[src/rtl/irq_pending_latch_pkg.sv]
// Shared widths, mask reset value and service FSM encoding for the
// interrupt pending latch that feeds the 16-to-4 priority encoder.
package irq_pending_latch_pkg;

   localparam int NUM_REQ = 16;
   localparam int IDX_W   = 4;

   localparam logic [NUM_REQ-1:0] MASK_RST = 16'hFFFF;

   typedef enum logic [1:0] {
      ST_IDLE    = 2'd0,
      ST_OFFER   = 2'd1,
      ST_SERVICE = 2'd2
   } svc_state_t;

   function automatic logic [NUM_REQ-1:0] idx_onehot(input logic [IDX_W-1:0] idx);
      logic [NUM_REQ-1:0] v;
      v = '0;
      v[idx] = 1'b1;
      return v;
   endfunction

endpackage

[src/rtl/irq_pending_latch_sync_edge.sv]
// Two-flop synchroniser for the raw request lines followed by a
// rising-edge detector on the synchronised value.
module req_sync_edge #(
   parameter int N = 16
) (
   input  logic         clk,
   input  logic         rst_n,
   input  logic [N-1:0] req_in,
   output logic [N-1:0] rise
);

   logic [N-1:0] s1;
   logic [N-1:0] s2;
   logic [N-1:0] prev;

   always_ff @(posedge clk or negedge rst_n) begin
      if (!rst_n) begin
         s1   <= '0;
         s2   <= '0;
         prev <= '0;
      end else begin
         s1   <= req_in;
         s2   <= s1;
         prev <= s2;
      end
   end

   assign rise = s2 & ~prev;

endmodule

[src/rtl/irq_pending_latch.sv]
// Sticky, maskable pending-request latch that drives the priority encoder
// and runs the irq/ack/done service handshake on the encoder's winner.
module irq_pending_latch
   import irq_pending_latch_pkg::*;
#(
   parameter int N    = NUM_REQ,
   parameter int IDXW = IDX_W
) (
   input  logic            clk,
   input  logic            rst_n,
   input  logic [N-1:0]    req_in,
   input  logic            mask_we,
   input  logic [N-1:0]    mask_in,
   output logic [N-1:0]    mask,
   output logic [N-1:0]    pend,
   input  logic [IDXW-1:0] enc_idx,
   input  logic            enc_valid,
   output logic            irq,
   output logic [IDXW-1:0] svc_idx,
   output logic            svc_valid,
   input  logic            ack,
   input  logic            done
);

   logic [N-1:0] rise;
   logic [N-1:0] pending;
   logic [N-1:0] clr_vec;
   logic         take_ack;
   svc_state_t   state;

   req_sync_edge #(.N(N)) u_sync (
      .clk    (clk),
      .rst_n  (rst_n),
      .req_in (req_in),
      .rise   (rise)
   );

   // A masked-off offer is withdrawn before ack is even considered.
   assign take_ack = (state == ST_OFFER) && mask[svc_idx] && ack;
   assign clr_vec  = take_ack ? idx_onehot(svc_idx) : '0;
   assign pend     = pending & mask;

   always_ff @(posedge clk or negedge rst_n) begin
      if (!rst_n) begin
         pending <= '0;
         mask    <= MASK_RST;
      end else begin
         pending <= (pending & ~clr_vec) | rise;
         if (mask_we) begin
            mask <= mask_in;
         end
      end
   end

   // enc_idx is sampled only under enc_valid, so an undriven index never lands in svc_idx.
   always_ff @(posedge clk or negedge rst_n) begin
      if (!rst_n) begin
         state     <= ST_IDLE;
         irq       <= 1'b0;
         svc_idx   <= '0;
         svc_valid <= 1'b0;
      end else begin
         case (state)
            ST_IDLE: begin
               if (enc_valid) begin
                  state   <= ST_OFFER;
                  svc_idx <= enc_idx;
                  irq     <= 1'b1;
               end
            end
            ST_OFFER: begin
               if (!mask[svc_idx]) begin
                  state <= ST_IDLE;
                  irq   <= 1'b0;
               end else if (ack) begin
                  state     <= ST_SERVICE;
                  irq       <= 1'b0;
                  svc_valid <= 1'b1;
               end
            end
            ST_SERVICE: begin
               if (done) begin
                  state     <= ST_IDLE;
                  svc_valid <= 1'b0;
               end
            end
            default: begin
               state     <= ST_IDLE;
               irq       <= 1'b0;
               svc_valid <= 1'b0;
            end
         endcase
      end
   end

endmodule

[config.mk]
export PLATFORM = sky130hd
export DESIGN_NAME = irq_pending_latch
export DESIGN_NICKNAME = d
export VERILOG_FILES = /design/src/rtl/irq_pending_latch_pkg.sv /design/src/rtl/irq_pending_latch_sync_edge.sv /design/src/rtl/irq_pending_latch.sv
export SDC_FILE = /design/constraint.sdc
export NUM_CORES = 1
export LEC_CHECK = 0
export ABC_AREA = 1
export CELL_PAD_IN_SITES_DETAIL_PLACEMENT = 1
export CELL_PAD_IN_SITES_GLOBAL_PLACEMENT = 1
export CORE_AREA = 2 2 81 114
export CTS_CLUSTER_SIZE = 10
export DETAILED_ROUTE_END_ITERATION = 12
export DIE_AREA = 0 0 83 116
export MAX_ROUTING_LAYER = met4
export PLACE_DENSITY_LB_ADDON = 0.1
export SYNTH_ARGS = -nofsm -noshare
export SYNTH_HDL_FRONTEND = slang
export SYNTH_SLANG_ARGS = --single-unit
[constraint.sdc]
create_clock -name clk -period 2.8 [get_ports clk]
set_clock_uncertainty 0.05 [all_clocks]
set_input_delay 0.56 -clock clk [delete_from_list [all_inputs] [get_ports clk]]
set_output_delay 0.56 -clock clk [all_outputs]
set_load 0.005 [all_outputs]
### After elaboration in Yosys (flattened, before gate mapping)

Cells that the tools add are included.

* order comparisons: 2
* eq/ne operators: 7
* mux-type cells: 18
* bitwise operators: 8
* reductions and logical operators: 8

Operator list (number)
* 16-bit AND: 3
* 16-bit inverter: 2
* 16-bit 2-to-1 mux: 1
* 16-bit OR: 1
* 1-bit 2-to-1 mux: 8
* 2-bit 2-to-1 mux: 4
* 2-bit inequality test, second input constant: 3
* 1-bit one-hot mux with 3 select lines: 2
* 2-bit one-hot mux with 3 select lines: 1
* 3-bit AND reduction: 2
* 4-bit by 5-bit < comparator with 1-bit output, second input constant: 1
* 1-bit binary-select mux with 4-bit select: 1
* 1-bit demux with 4-bit select: 1
* 4-bit by 1-bit greater-or-equal comparator with 1-bit output, second input constant: 1
* 4-bit AND reduction: 1
* 1-bit logical AND: 3
* 3-bit inequality test, second input constant: 1
* 2-bit by 1-bit == test with 1-bit output, second input constant: 1
* 2-bit == test, second input constant: 1
* 2-bit zero test: 1
* 2-bit by 1-bit inequality test with 1-bit output, second input constant: 1
* 1-bit inverter: 2
* 2-bit AND reduction: 1

* flip-flop bits (word level): 88
* logic and storage cells: 52

### Depth between registers and ports, before layout

Gate-level depths: netlist (run 1).

* depth after elaboration: 8
* mapped depth: 14
* gate-level depth less buffers: 13

### Hierarchy

From an unflattened synthesis (run 1), not the netlist that was laid out.

* cells, all modules: 344
* area, all modules: 3455.8 um^2

Modules (own cells, without submodules)
* irq_pending_latch: instances 1, cells each 264, area each 2094.5 um^2, sequential area each 1021.0 um^2
* req_sync_edge: instances 1, cells each 80, area each 1361.3 um^2, sequential area each 1201.2 um^2

### Worst setup path before layout (run 1)

Ideal clock, no wire load.

* kind: input-to-reg
* from: in mask_we
* to: reg mask[10]
* setup time: 0.082 ns
* arrival time: 1.386 ns
* data required time: 2.668 ns
* path slack: 1.282 ns
* cell stages on the path: 3
* buffers on the path: 2
* cells stage by stage: clkbuf_1 buf_2 mux2_2

RTL lines
* from (decl): RTL line irq_pending_latch.sv:12 `input logic mask_we,`
* to (signal assigned): RTL line irq_pending_latch.sv:50 `mask <= mask_in;`
* to (decl): RTL line irq_pending_latch.sv:14 `output logic [N-1:0] mask,`

No word-level cell between the ends.

### Final worst setup path (run 1)

* from: reg svc_idx[0]
* to: out svc_idx[0]

RTL lines
* from (decl): RTL line irq_pending_latch.sv:19 `output logic [IDXW-1:0] svc_idx,`
* from (signal assigned): RTL line irq_pending_latch.sv:67 `svc_idx <= enc_idx;`

No word-level cell between the ends.

==> impl_results.html, run 1 <==
<table>
<tr><th>Metric</th><th>Value</th></tr>
<tr><th colspan="2">Clocking</th></tr>
<tr><td>Cell chosen for the clock root</td><td>sky130_fd_sc_hd__clkbuf_16</td></tr>
<tr><td>Clock tree sinks</td><td>88</td></tr>
<tr><td>H-tree depth reported by CTS</td><td>3</td></tr>
<tr><td>CTS tree</td><td>done</td></tr>
<tr><td>Post-CTS Hold Buffers</td><td>0</td></tr>
<tr><td>Insertion delay of the later-clocked pin in the worst-skew pair</td><td>roughly 0.35 ns</td></tr>
<tr><td>Post-CTS Resized</td><td>0</td></tr>
<tr><td>Clock slew seen by the registers of the worst setup and hold paths</td><td>around 0.060 ns</td></tr>
<tr><td>Post-CTS Repair Setup Buffers</td><td>0</td></tr>
<tr><td>CTS buffer count</td><td>9</td></tr>
<tr><td>Buffer levels on the longest clock path</td><td>2</td></tr>
<tr><th colspan="2">Die</th></tr>
<tr><td>Area of the die</td><td>between 9000 and 10,000 um2</td></tr>
<tr><td>Width of the die</td><td>83 um</td></tr>
<tr><td>Core box area</td><td>8560 um2</td></tr>
<tr><td>Vertical extent of the die</td><td>approximately 120 um</td></tr>
<tr><td>Number of placement rows</td><td>40</td></tr>
<tr><td>Initial core utilization</td><td>0.390</td></tr>
<tr><td>IO Count</td><td>80</td></tr>
<tr><th colspan="2">Synthesis</th></tr>
<tr><td>Synth Area in Simple Gates</td><td>0.199</td></tr>
<tr><td>Number of flops mapped to enable cells by yosys</td><td>0</td></tr>
<tr><td>Share of the synthesized area in compound gates (AO/OA/AOI/OAI)</td><td>0.0101</td></tr>
<tr><td>Cell taking the most area after synthesis</td><td>sky130_fd_sc_hd__dfrtp_1</td></tr>
<tr><td>Mean instance size in the synthesized netlist</td><td>10.2 um2</td></tr>
<tr><td>Sequential area share after synthesis</td><td>0.665</td></tr>
<tr><td>YS warnings</td><td>0</td></tr>
<tr><td>Most frequent cell after synthesis</td><td>sky130_fd_sc_hd__nand2_1</td></tr>
<tr><td>Xor/xnor cell area share of the yosys netlist</td><td>0</td></tr>
<tr><td>Async set or reset register ratio after synthesis</td><td>1.00</td></tr>
<tr><td>Syn Std Cell Area</td><td>3340 um2</td></tr>
<tr><td>Net count after synthesis</td><td>370</td></tr>
<tr><td>Multiplexer share of the synthesized area</td><td>0.0573</td></tr>
<tr><td>Adder-cell area share of the yosys netlist</td><td>0</td></tr>
<tr><td>Unique masters post-synth</td><td>17</td></tr>
<tr><td>Total of flip-flops plus latches after synthesis</td><td>88</td></tr>
<tr><td>Share of the synthesized area in the top cell type</td><td>0.539</td></tr>
<tr><td>Gate count of the mapped netlist</td><td>between 300 and 400</td></tr>
<tr><td>Most numerous cell types in the synthesized netlist</td><td>119 x sky130_fd_sc_hd__nand2_1, 72 x sky130_fd_sc_hd__dfrtp_1, 43 x sky130_fd_sc_hd__inv_1</td></tr>
<tr><td>Combinational family with the most area after synthesis</td><td>simple AND/OR/NAND/NOR gates</td></tr>
<tr><td>Cell types with the largest area share after synthesis</td><td>sky130_fd_sc_hd__dfrtp_1 54%, sky130_fd_sc_hd__nand2_1 13%, sky130_fd_sc_hd__dfstp_2 13%, sky130_fd_sc_hd__mux2_2 5.7%, sky130_fd_sc_hd__inv_1 4.8%</td></tr>
<tr><td>Flip-flop cell with the highest count after synthesis</td><td>sky130_fd_sc_hd__dfrtp_1</td></tr>
<tr><th colspan="2">Place</th></tr>
<tr><td>Quantity of I/O buffers inserted on ports</td><td>79</td></tr>
<tr><td>Final estimated routing congestion in global placement</td><td>0.817</td></tr>
<tr><td>Hpwl dp</td><td>5320 um</td></tr>
<tr><td>Pre-CTS setup slack</td><td>slightly below 0.7 ns</td></tr>
<tr><th colspan="2">Detailed routing</th></tr>
<tr><td>Number of antenna-violating nets in the routed design</td><td>0</td></tr>
<tr><td>Wire length the detailed router placed on met1</td><td>3280 um</td></tr>
<tr><td>Detailed Routing Iterations Pass 1</td><td>4</td></tr>
<tr><td>Final WL</td><td>7710 um</td></tr>
<tr><td>Met3 routed wirelength</td><td>260 um</td></tr>
<tr><td>Routed vias</td><td>2,429</td></tr>
<tr><td>Post-route DRC</td><td>0</td></tr>
<tr><td>Detailed route wirelength on metal2</td><td>4030 um</td></tr>
<tr><td>Average vias per placed instance</td><td>4.64</td></tr>
<tr><td>Violation count after the first detailed-routing iteration</td><td>109</td></tr>
<tr><td>Average wire length per cell after detail routing</td><td>14.7 um</td></tr>
<tr><td>Highest metal layer used by the detailed router</td><td>met4</td></tr>
<tr><th colspan="2">Finish</th></tr>
<tr><td>Area added between synthesis and finish</td><td>36.7%</td></tr>
<tr><td>Layout cells sized above 1</td><td>0.136</td></tr>
<tr><td>Total number of nets in the final design</td><td>455</td></tr>
<tr><td>Antenna diodes</td><td>0</td></tr>
<tr><td># fillers</td><td>just under 1,000</td></tr>
<tr><th colspan="2">Worst setup path</th></tr>
<tr><td>Cell-by-cell listing of the critical path</td><td>clkdlybuf4s50_1</td></tr>
<tr><td>Slowest stage delay, CP</td><td>0.69 ns</td></tr>
<tr><td>FF-to-FF setup slack</td><td>0.77 ns</td></tr>
<tr><td>Kind of cell with the highest combined delay on the critical path</td><td>flip-flops</td></tr>
<tr><td>Worst Setup End Kind</td><td>output pin</td></tr>
<tr><td>Worst path bufs/invs</td><td>1</td></tr>
<tr><td>Kind of critical path</td><td>register to output pin</td></tr>
<tr><td>Cell with the largest stage delay on the worst path</td><td>sky130_fd_sc_hd__dfrtp_1</td></tr>
<tr><td>Endpoint of the most critical register-to-register path</td><td>pending[11]$_DFF_PN0_</td></tr>
<tr><td>Worst Setup Start Kind</td><td>register</td></tr>
<tr><td>Endpoint arrival time on the critical path</td><td>1.63 ns</td></tr>
<tr><td>Crit Reg-Reg Startpoint</td><td>svc_idx[0]$_DFFE_PN0P_</td></tr>
<tr><td>WP data required</td><td>2.19 ns</td></tr>
<tr><td>Stages on the worst setup path</td><td>1</td></tr>
<tr><td>Worst reg-to-reg path cell count</td><td>12</td></tr>
<tr><td>CP Max Fanout</td><td>12</td></tr>
<tr><th colspan="2">Timing</th></tr>
<tr><td>Final max-slew violation count</td><td>0</td></tr>
<tr><td>Fmax</td><td>446 MHz</td></tr>
<tr><td>Slew of the pin with the lowest slew margin</td><td>just over 0.7 ns</td></tr>
<tr><td>Period utilisation layout</td><td>0.802</td></tr>
<tr><td>Final setup violation count</td><td>0</td></tr>
<tr><td>Setup_tns</td><td>0 ns</td></tr>
<tr><td>Setup slack after layout</td><td>0.556 ns</td></tr>
<tr><td>Worst relative slew slack</td><td>0.526</td></tr>
<tr><td>Hold Worst Slack</td><td>0.158 ns</td></tr>
<tr><td>Post-route minimum period</td><td>roughly 2.2 ns</td></tr>
<tr><td>RSZ-0062 raised after global routing</td><td>no</td></tr>
<tr><td>Endpoints failing hold</td><td>0</td></tr>
<tr><th colspan="2">Hold path</th></tr>
<tr><td>HP Class</td><td>input port to asynchronous set/reset pin</td></tr>
<tr><th colspan="2">GRT</th></tr>
<tr><td>Wire length of the first global-routing pass</td><td>between 10,000 and 15,000 um</td></tr>
<tr><td>Number of global-route vias before repair</td><td>around 2,600</td></tr>
<tr><td>Initial antenna violation count</td><td>0</td></tr>
<tr><td>Gr usage total</td><td>0.181</td></tr>
<tr><td>Total overflow reported by the global router</td><td>0</td></tr>
<tr><td>Maximum number of pins on one net before global-route repair</td><td>46</td></tr>
<tr><th colspan="2">Power and ir drop</th></tr>
<tr><td>VDD IR max</td><td>around 410 uV</td></tr>
<tr><td>Power per Cell Area</td><td>about 840 nW/um2</td></tr>
<tr><td>Total power</td><td>3.85 mW</td></tr>
<tr><td>Static Leakage</td><td>about 2.2 nW</td></tr>
<tr><th colspan="2">Flow run</th></tr>
<tr><td>Number of maximum-capacitance constraint violations</td><td>0</td></tr>
<tr><th colspan="2">Outcome</th></tr>
<tr><td>Outcome</td><td>completed</td></tr>
</table>
-- cell families (layout without fill, tap and decap cells) --
logic type / Yosys count / after routing
AOI/OAI and AO/OA: 6 / 6
buffers and inverters: 54 / 144
DFF: 88 / 88
muxes: 17 / 17
and+or+nand+nor: 163 / 163
-- area by class of cell --
cell class                      count  area, um2  area share
Sequential cell                    88       2220       0.486
Multi-Input combinational cell    186        890       0.195
Timing Repair Buffer               82        823       0.180
Clock buffer                       10        239      0.0523
Inverter                           46        173      0.0378
Tap cell                          105        131      0.0288
Clock inverter                      6       90.1      0.0197
-- layout by cell type (no fill, tap or decap), types with 3 or more instances in the layout --
| cell | netlist | final |
|---|---|---|
| sky130_fd_sc_hd__mux2_2 | 17 | 17 |
| sky130_fd_sc_hd__inv_1 | 43 | 43 |
| sky130_fd_sc_hd__nand4_1 | 16 | 16 |
| sky130_fd_sc_hd__clkdlybuf4s50_1 | 0 | 78 |
| sky130_fd_sc_hd__dfrtp_1 | 72 | 72 |
| sky130_fd_sc_hd__clkbuf_16 | 0 | 9 |
| sky130_fd_sc_hd__a21oi_1 | 4 | 4 |
| sky130_fd_sc_hd__nand2_1 | 119 | 119 |
| sky130_fd_sc_hd__nor2_1 | 23 | 23 |
| sky130_fd_sc_hd__dfstp_2 | 16 | 16 |
| sky130_fd_sc_hd__inv_2 | 3 | 3 |
| sky130_fd_sc_hd__buf_4 | 0 | 3 |
-- worst max path at each step --
stage                            endpoint                   start  slack [ns]
finish                         svc_idx[0]  svc_idx[0]$_DFFE_PN0P_        0.56
floorplan            mask[10]$_DFFE_PN1P_                 mask_we        1.28
CTS                            svc_idx[0]  svc_idx[0]$_DFFE_PN0P_        0.55
detailed placement        irq$_DFFE_PN0P_                     ack        0.68
global placement    pending[15]$_DFF_PN0_                     ack        0.73
global route                   svc_idx[0]  svc_idx[0]$_DFFE_PN0P_        0.49
-- state kept, by name (all words and copies together), names as in the netlist --
register and flops:
u_sync.prev 16, irq 1, svc_idx 4, svc_valid 1, u_sync.s2 16, mask 16
u_sync.s1 16, state 2, pending 16
-- stage by stage --
step / instances / instance area [um2] / util
finish: 523 / 4570 / 0.534
detailed placement: 507 / 4240 / 0.495
CTS: 523 / 4570 / 0.534
global route: 523 / 4570 / 0.534
floorplan: 328 / 3340 / -
global placement: 507 / 4240 / 0.495
-- routing by layer --
metal	track usage	vias up
li1	-	1176
met1	0.211	1195
met2	0.299	46
met3	0.0427	12
met4	0.0852	0
met5	-	-
-- report_power, final --
group          switching (mW)  internal (mW)
Combinational           0.563          0.413
Clock                   0.500          0.808
Sequential              0.142           1.42
Total                    1.20           2.65
Note: power is estimated with default switching activity, not from simulation.
==> run 2, diff against run 1 <==
- CORE_AREA: 2 2 81 114 -> 2 2 87 123
- DIE_AREA: 0 0 83 116 -> 0 0 89 125
- clock period: 2.8 -> 1.9 ns (I/O delays scaled with it)
==> run 2 against run 1 <==
Against the previous run: sequential share of layout area shrank 2.1 points; sequential power increased by 43%; critical path depth unchanged; final area is 4.5% higher; first-iteration DRC count down 50%; routed wire length grew 5.6%; clock power rose by 36%.
==> impl_results.html, run 2 (synthesis gave the netlist of run 1 again) <==
<table>
<tr><th>Metric</th><th>Value</th></tr>
<tr><th colspan="2">Die</th></tr>
<tr><td>Width of the die</td><td>~90 um</td></tr>
<tr><td>Core box area</td><td>between 10,000 and 15,000 um2</td></tr>
<tr><td>Area of the die</td><td>11,100 um2</td></tr>
<tr><td>IO Count</td><td>80</td></tr>
<tr><td>Number of placement rows</td><td>44</td></tr>
<tr><td>Vertical extent of the die</td><td>approximately 130 um</td></tr>
<tr><td>Initial core utilization</td><td>0.330</td></tr>
<tr><th colspan="2">Detailed routing</th></tr>
<tr><td>Routed vias</td><td>2,543</td></tr>
<tr><td>Detailed Routing Iterations Pass 1</td><td>4</td></tr>
<tr><td>Final WL</td><td>roughly 8100 um</td></tr>
<tr><td>Post-route DRC</td><td>0</td></tr>
<tr><td>Average wire length per cell after detail routing</td><td>14.0 um</td></tr>
<tr><td>Number of antenna-violating nets in the routed design</td><td>0</td></tr>
<tr><td>Average vias per placed instance</td><td>4.38</td></tr>
<tr><td>Violation count after the first detailed-routing iteration</td><td>55</td></tr>
<tr><th colspan="2">Power and ir drop</th></tr>
<tr><td>Power per Cell Area</td><td>1190 nW/um2</td></tr>
<tr><td>Static Leakage</td><td>2.35 nW</td></tr>
<tr><td>VDD IR max</td><td>647 uV</td></tr>
<tr><td>Total power</td><td>5.69 mW</td></tr>
<tr><th colspan="2">Timing</th></tr>
<tr><td>Post-route minimum period</td><td>1.84 ns</td></tr>
<tr><td>Endpoints failing hold</td><td>0</td></tr>
<tr><td>Final max-slew violation count</td><td>0</td></tr>
<tr><td>Period utilisation layout</td><td>0.967</td></tr>
<tr><td>Setup_tns</td><td>0 ns</td></tr>
<tr><td>Fmax</td><td>around 540 MHz</td></tr>
<tr><td>Hold Worst Slack</td><td>between 0.2 and 0.3 ns</td></tr>
<tr><td>RSZ-0062 raised after global routing</td><td>no</td></tr>
<tr><td>Final setup violation count</td><td>0</td></tr>
<tr><td>Worst relative slew slack</td><td>0.722</td></tr>
<tr><td>Slew of the pin with the lowest slew margin</td><td>0.418 ns</td></tr>
<tr><th colspan="2">Clocking</th></tr>
<tr><td>CTS buffer count</td><td>9</td></tr>
<tr><td>Insertion delay of the later-clocked pin in the worst-skew pair</td><td>between 0.3 and 0.4 ns</td></tr>
<tr><td>Cell chosen for the clock root</td><td>sky130_fd_sc_hd__clkbuf_16</td></tr>
<tr><td>Clock tree sinks</td><td>88</td></tr>
<tr><td>CTS tree</td><td>done</td></tr>
<tr><td>H-tree depth reported by CTS</td><td>3</td></tr>
<tr><td>Buffer levels on the longest clock path</td><td>2</td></tr>
<tr><td>Clock slew seen by the registers of the worst setup and hold paths</td><td>0.06 ns</td></tr>
<tr><th colspan="2">Worst setup path</th></tr>
<tr><td>Kind of critical path</td><td>register to output pin</td></tr>
<tr><td>Slowest stage delay, CP</td><td>0.56 ns</td></tr>
<tr><td>Worst path bufs/invs</td><td>1</td></tr>
<tr><td>Crit Reg-Reg Startpoint</td><td>mask[11]$_DFFE_PN1P_</td></tr>
<tr><td>Endpoint of the most critical register-to-register path</td><td>pending[5]$_DFF_PN0_</td></tr>
<tr><td>Kind of cell with the highest combined delay on the critical path</td><td>flip-flops</td></tr>
<tr><td>Critical Path Sink</td><td>mask[1]</td></tr>
<tr><td>Cell with the largest stage delay on the worst path</td><td>sky130_fd_sc_hd__dfstp_2</td></tr>
<tr><td>Stages on the worst setup path</td><td>1</td></tr>
<tr><td>FF-to-FF setup slack</td><td>0.16 ns</td></tr>
<tr><td>WP data required</td><td>1.47 ns</td></tr>
<tr><td>Worst Setup Start Kind</td><td>register</td></tr>
<tr><td>Worst reg-to-reg path cell count</td><td>13</td></tr>
<tr><td>Worst Setup End Kind</td><td>output pin</td></tr>
<tr><td>Endpoint arrival time on the critical path</td><td>1.41 ns</td></tr>
<tr><td>Launching element of the worst setup path</td><td>mask[1]$_DFFE_PN1P_</td></tr>
<tr><td>CP Max Fanout</td><td>4</td></tr>
<tr><td>Cell-by-cell listing of the critical path</td><td>clkdlybuf4s50_1</td></tr>
<tr><th colspan="2">GRT</th></tr>
<tr><td>Total overflow reported by the global router</td><td>0</td></tr>
<tr><td>Maximum number of pins on one net before global-route repair</td><td>48</td></tr>
<tr><td>Initial antenna violation count</td><td>0</td></tr>
<tr><td>Wire length of the first global-routing pass</td><td>between 10,000 and 15,000 um</td></tr>
<tr><td>Gr usage total</td><td>0.163</td></tr>
<tr><td>Number of global-route vias before repair</td><td>2,757</td></tr>
<tr><th colspan="2">Place</th></tr>
<tr><td>Quantity of I/O buffers inserted on ports</td><td>79</td></tr>
<tr><td>Final estimated routing congestion in global placement</td><td>0.796</td></tr>
<tr><td>Hpwl dp</td><td>about 5800 um</td></tr>
<tr><td>Number of instances in the placed design</td><td>545</td></tr>
<tr><th colspan="2">Hold path</th></tr>
<tr><td>Hold path depth</td><td>0</td></tr>
<tr><td>HP Class</td><td>register to register</td></tr>
<tr><th colspan="2">Flow run</th></tr>
<tr><td>Number of maximum-capacitance constraint violations</td><td>0</td></tr>
<tr><th colspan="2">Finish</th></tr>
<tr><td>Most frequent cells in the layout</td><td>119 x sky130_fd_sc_hd__nand2_1, 72 x sky130_fd_sc_hd__dfrtp_1, 61 x sky130_fd_sc_hd__clkdlybuf4s50_1</td></tr>
<tr><td>Total number of nets in the final design</td><td>approximately 480</td></tr>
<tr><td>Count of placed standard cells in the final layout, fillers left out</td><td>between 500 and 600</td></tr>
<tr><td>Commonest non-fill, non-tap cell in the layout</td><td>sky130_fd_sc_hd__nand2_1</td></tr>
<tr><td>Antenna diodes</td><td>0</td></tr>
<tr><td>Layout cells sized above 1</td><td>0.181</td></tr>
<tr><td>Area added between synthesis and finish</td><td>43.0%</td></tr>
<tr><th colspan="2">Outcome</th></tr>
<tr><td>Outcome</td><td>completed</td></tr>
</table>
-- run 2: repair_timing --
item                                    CTS  global route
gates cloned                              0             1
pin swaps                                 0             2
endpoints found under the setup margin   16             5
gates resized for setup                  17             2
setup buffers                            17             0
endpoints found under the hold margin    21             0
hold buffers                              1             0
-- run 2: cell type report --
type | instances | area, um2
flip-flops and latches | 88 | 2220
well taps | 138 | 173
clock inverters | 6 | 66.3
repair buffers | 105 | 993
multi-input cells | 187 | 910
inverters | 46 | 173
fillers | 1169 | 5350
clock buffers | 10 | 239
-- run 2: worst min-delay path by stage --
stage	startpoint	slack, ns	end
floorplan	rst_n	0.03	irq$_DFFE_PN0P_
global placement	u_sync.s1[8]$_DFF_PN0_	0.28	u_sync.s2[8]$_DFF_PN0_
detailed placement	u_sync.s1[15]$_DFF_PN0_	0.29	u_sync.s2[15]$_DFF_PN0_
CTS	u_sync.s1[3]$_DFF_PN0_	0.30	u_sync.s2[3]$_DFF_PN0_
global route	u_sync.s1[15]$_DFF_PN0_	0.30	u_sync.s2[15]$_DFF_PN0_
finish	u_sync.s1[5]$_DFF_PN0_	0.30	u_sync.s2[5]$_DFF_PN0_
-- run 2: stage by stage --
stage | util | setup WS (ns) | cell area [um2]
finish | 0.471 | 0.0622 | 4780
global route | 0.471 | 0.00541 | 4780
CTS | 0.469 | 0.0176 | 4750
detailed placement | 0.427 | 0.200 | 4330
global placement | 0.427 | 0.190 | 4330
floorplan | - | 0.445 | 3340
-- run 2: layer usage --
layer | global-route usage | wire length [um] | up-vias
met4 | 0.0553 | 121 | 0
met1 | 0.186 | 3290 | 1263
met2 | 0.281 | 4490 | 43
met3 | 0.0317 | 237 | 10
met5 | - | 0 | -
li1 | - | - | 1227
-- run 2: report_power, final --
part	internal [mW]	switching, mW	total [mW]
combinational	0.690	0.966	1.66
clock	1.06	0.720	1.78
sequential	2.10	0.151	2.25
total	3.85	1.84	5.69
==> variant, RTL diff (settings of run 2) <==
Register the output `irq` once more; this adds one clock of latency there. The other outputs are not delayed to match.
--- a/src/rtl/irq_pending_latch.sv
+++ b/src/rtl/irq_pending_latch.sv
@@ -21,6 +21,8 @@
    input  logic            ack,
    input  logic            done
 );
+
+   logic irq_s0;
 
    logic [N-1:0] rise;
    logic [N-1:0] pending;
@@ -56,7 +58,7 @@
    always_ff @(posedge clk or negedge rst_n) begin
       if (!rst_n) begin
          state     <= ST_IDLE;
-         irq       <= 1'b0;
+         irq_s0    <= 1'b0;
          svc_idx   <= '0;
          svc_valid <= 1'b0;
       end else begin
@@ -65,16 +67,16 @@
                if (enc_valid) begin
                   state   <= ST_OFFER;
                   svc_idx <= enc_idx;
-                  irq     <= 1'b1;
+                  irq_s0  <= 1'b1;
                end
             end
             ST_OFFER: begin
                if (!mask[svc_idx]) begin
                   state <= ST_IDLE;
-                  irq   <= 1'b0;
+                  irq_s0 <= 1'b0;
                end else if (ack) begin
                   state     <= ST_SERVICE;
-                  irq       <= 1'b0;
+                  irq_s0    <= 1'b0;
                   svc_valid <= 1'b1;
                end
             end
@@ -86,12 +88,16 @@
             end
             default: begin
                state     <= ST_IDLE;
-               irq       <= 1'b0;
+               irq_s0    <= 1'b0;
                svc_valid <= 1'b0;
             end
          endcase
       end
    end
 
+   always_ff @(posedge clk) begin
+      irq <= irq_s0;
+   end
+
 endmodule
 
Behaviour: not the same (a bounded check fails within 4 cycles, from zero or initial values and one cycle with rst_n low).
==> variant against run 2 <==
Design area decreased by 1.2%; power increased by 0.13%; sequential cell count increased by 1; register-to-register slack improved by 0.04 ns; non-clock buffer count decreased by 9; first-iteration DRC count increased by 64%; routed wire length decreased by 2.8%; die area unchanged; worst setup slack improved by 0.011 ns; hold slack got worse by 0.29 ns; combinational power decreased by 5%; sequential power increased by 2%; area after synthesis increased by 0.45%.
==> variant: results (changes against run 2) <==
grt_pass1_vias: 2689  # -2.5%
crit_arrival_ns: 1.40
synth_common_cells: "nand2_1, dfrtp_1, inv_1"
antenna_found_initial: 0  # unchanged
numCtsBuffers: 9  # unchanged
drtIter0Drc: 90  # +64%
grt_pass1_wl_um: 13140  # -2.0%
worstPathMaxFanout: 4  # unchanged
dp.final_hpwl_um: 5541  # -3.8%
grt_max_degree: 89  # +85%
synth_warnings: 0  # unchanged
ir_drop_mv: 0.5784  # -11%
syn-num-nets: 366  # -1.1%
dr.pass1.iters: 5  # +1
cts_htree_levels: 3  # unchanged
power.leakage_nw: 2.298  # -2.0%
yosysUniqueCellTypes: 21  # +4
port_buffers: 79  # unchanged
postSynth.asyncResetShare: 0.9888  # -0.01124
num_antenna_cells: 0  # unchanged
clk_latency_ns: 0.33  # about the same
grtUsageTotal: 0.1616  # -0.001357
totalWireLength_um: 7914  # -2.8%
clock_tree.root_cell: "clkbuf_16"
clk_pin_slew_ns: 0.06  # about the same
path_delay_family: "flip-flops"
hold_class: "primary input to async pin"
synth-seq-area-share: 0.6682  # +0.002990
finalSetupViolCount: 0  # unchanged
num_vias: 2485  # -2.3%
outcome: "completed"
place.gp.congestion: 0.7612  # -4.3%
final_nets: 465  # -2.9%
ys.flop_type: "dfrtp_1"
dp_slack_ns: 0.1245  # -0.07595 ns
cp_slowest_cell: "dfstp_2"
drive_gt1_frac: 0.1706  # -0.01043
yosysMostFrequentCell: "nand2_1"
synthTopCellsByArea: "dfrtp_1, nand2_1, dfstp_2, mux2_2, inv_1"
max_stage_delay_ns: 0.55
slew_headroom: 0.6862  # -0.03539
cts_buffer_depth: 2  # unchanged
[variant: worst paths after layout]
path	from	endpoint	slack, ns	cells after the start
min	rst_n	u_sync.s2[14]	0.008	2
min in group clk	u_sync.s1[3]	u_sync.s2[3]	0.30	0
max reg2reg	svc_idx[0]	pending[2]	0.20	12
min reg2reg	u_sync.s1[3]	u_sync.s2[3]	0.30	0
max in group asynchronous	rst_n	mask[7]	1.39	2
max	mask[13]	mask[13]	0.07	1
[variant: report_power, final]
group          internal [W]  switching [W]
combinational      0.000658       0.000917
sequential          0.00213       0.000158
clock               0.00113       0.000699
[variant: layout make-up]
cell class | instances | area (sq um)
fill | 1179 | 5410
sequential | 89 | 2242
timing repair buffer | 96 | 930.9
multi-input combinational | 183 | 888.4
clock buffer | 13 | 270.3
tap | 138 | 172.7
inverter | 44 | 167.7
clock inverter | 3 | 47.55
[variant: metal layers]
metal / part of all wire / GRT usage / up-vias
met5: 0 / - / -
met4: 0.023 / 0.06146 / 0
met3: 0.046 / 0.04356 / 15
met2: 0.52 / 0.2634 / 58
met1: 0.41 / 0.1878 / 1218
li1: - / - / 1194
[variant: cells by family after synthesis]
kind of cell           Yosys count  share of synthesized area
multiplexers                    17                    0.05705
AND/OR/NAND/NOR                161                     0.1980
buffers and inverters           52                    0.06711
AO/OA/AOI/OAI                    5                   0.009694
flip-flops                      89                     0.6682
[variant: repair_timing]
item	in CTS	in global routing
endpoints found under the setup margin	16	18
gates resized for setup	15	5
buffers inserted	8	0
[variant: per-stage QoR]
stage | util | area (sq um) | hold WS (ns) | cells
3_5_place_dp | 0.4293 | 4349 | 0.2865 | 542
5_1_grt | 0.4659 | 4720 | 0.03953 | 566
2_1_floorplan | - | 3356 | 0.03441 | 324
4_1_cts | 0.4648 | 4708 | 0.04675 | 566
6_report | 0.4659 | 4720 | 0.007900 | 566
3_3_place_gp | 0.4293 | 4349 | 0.2817 | 542
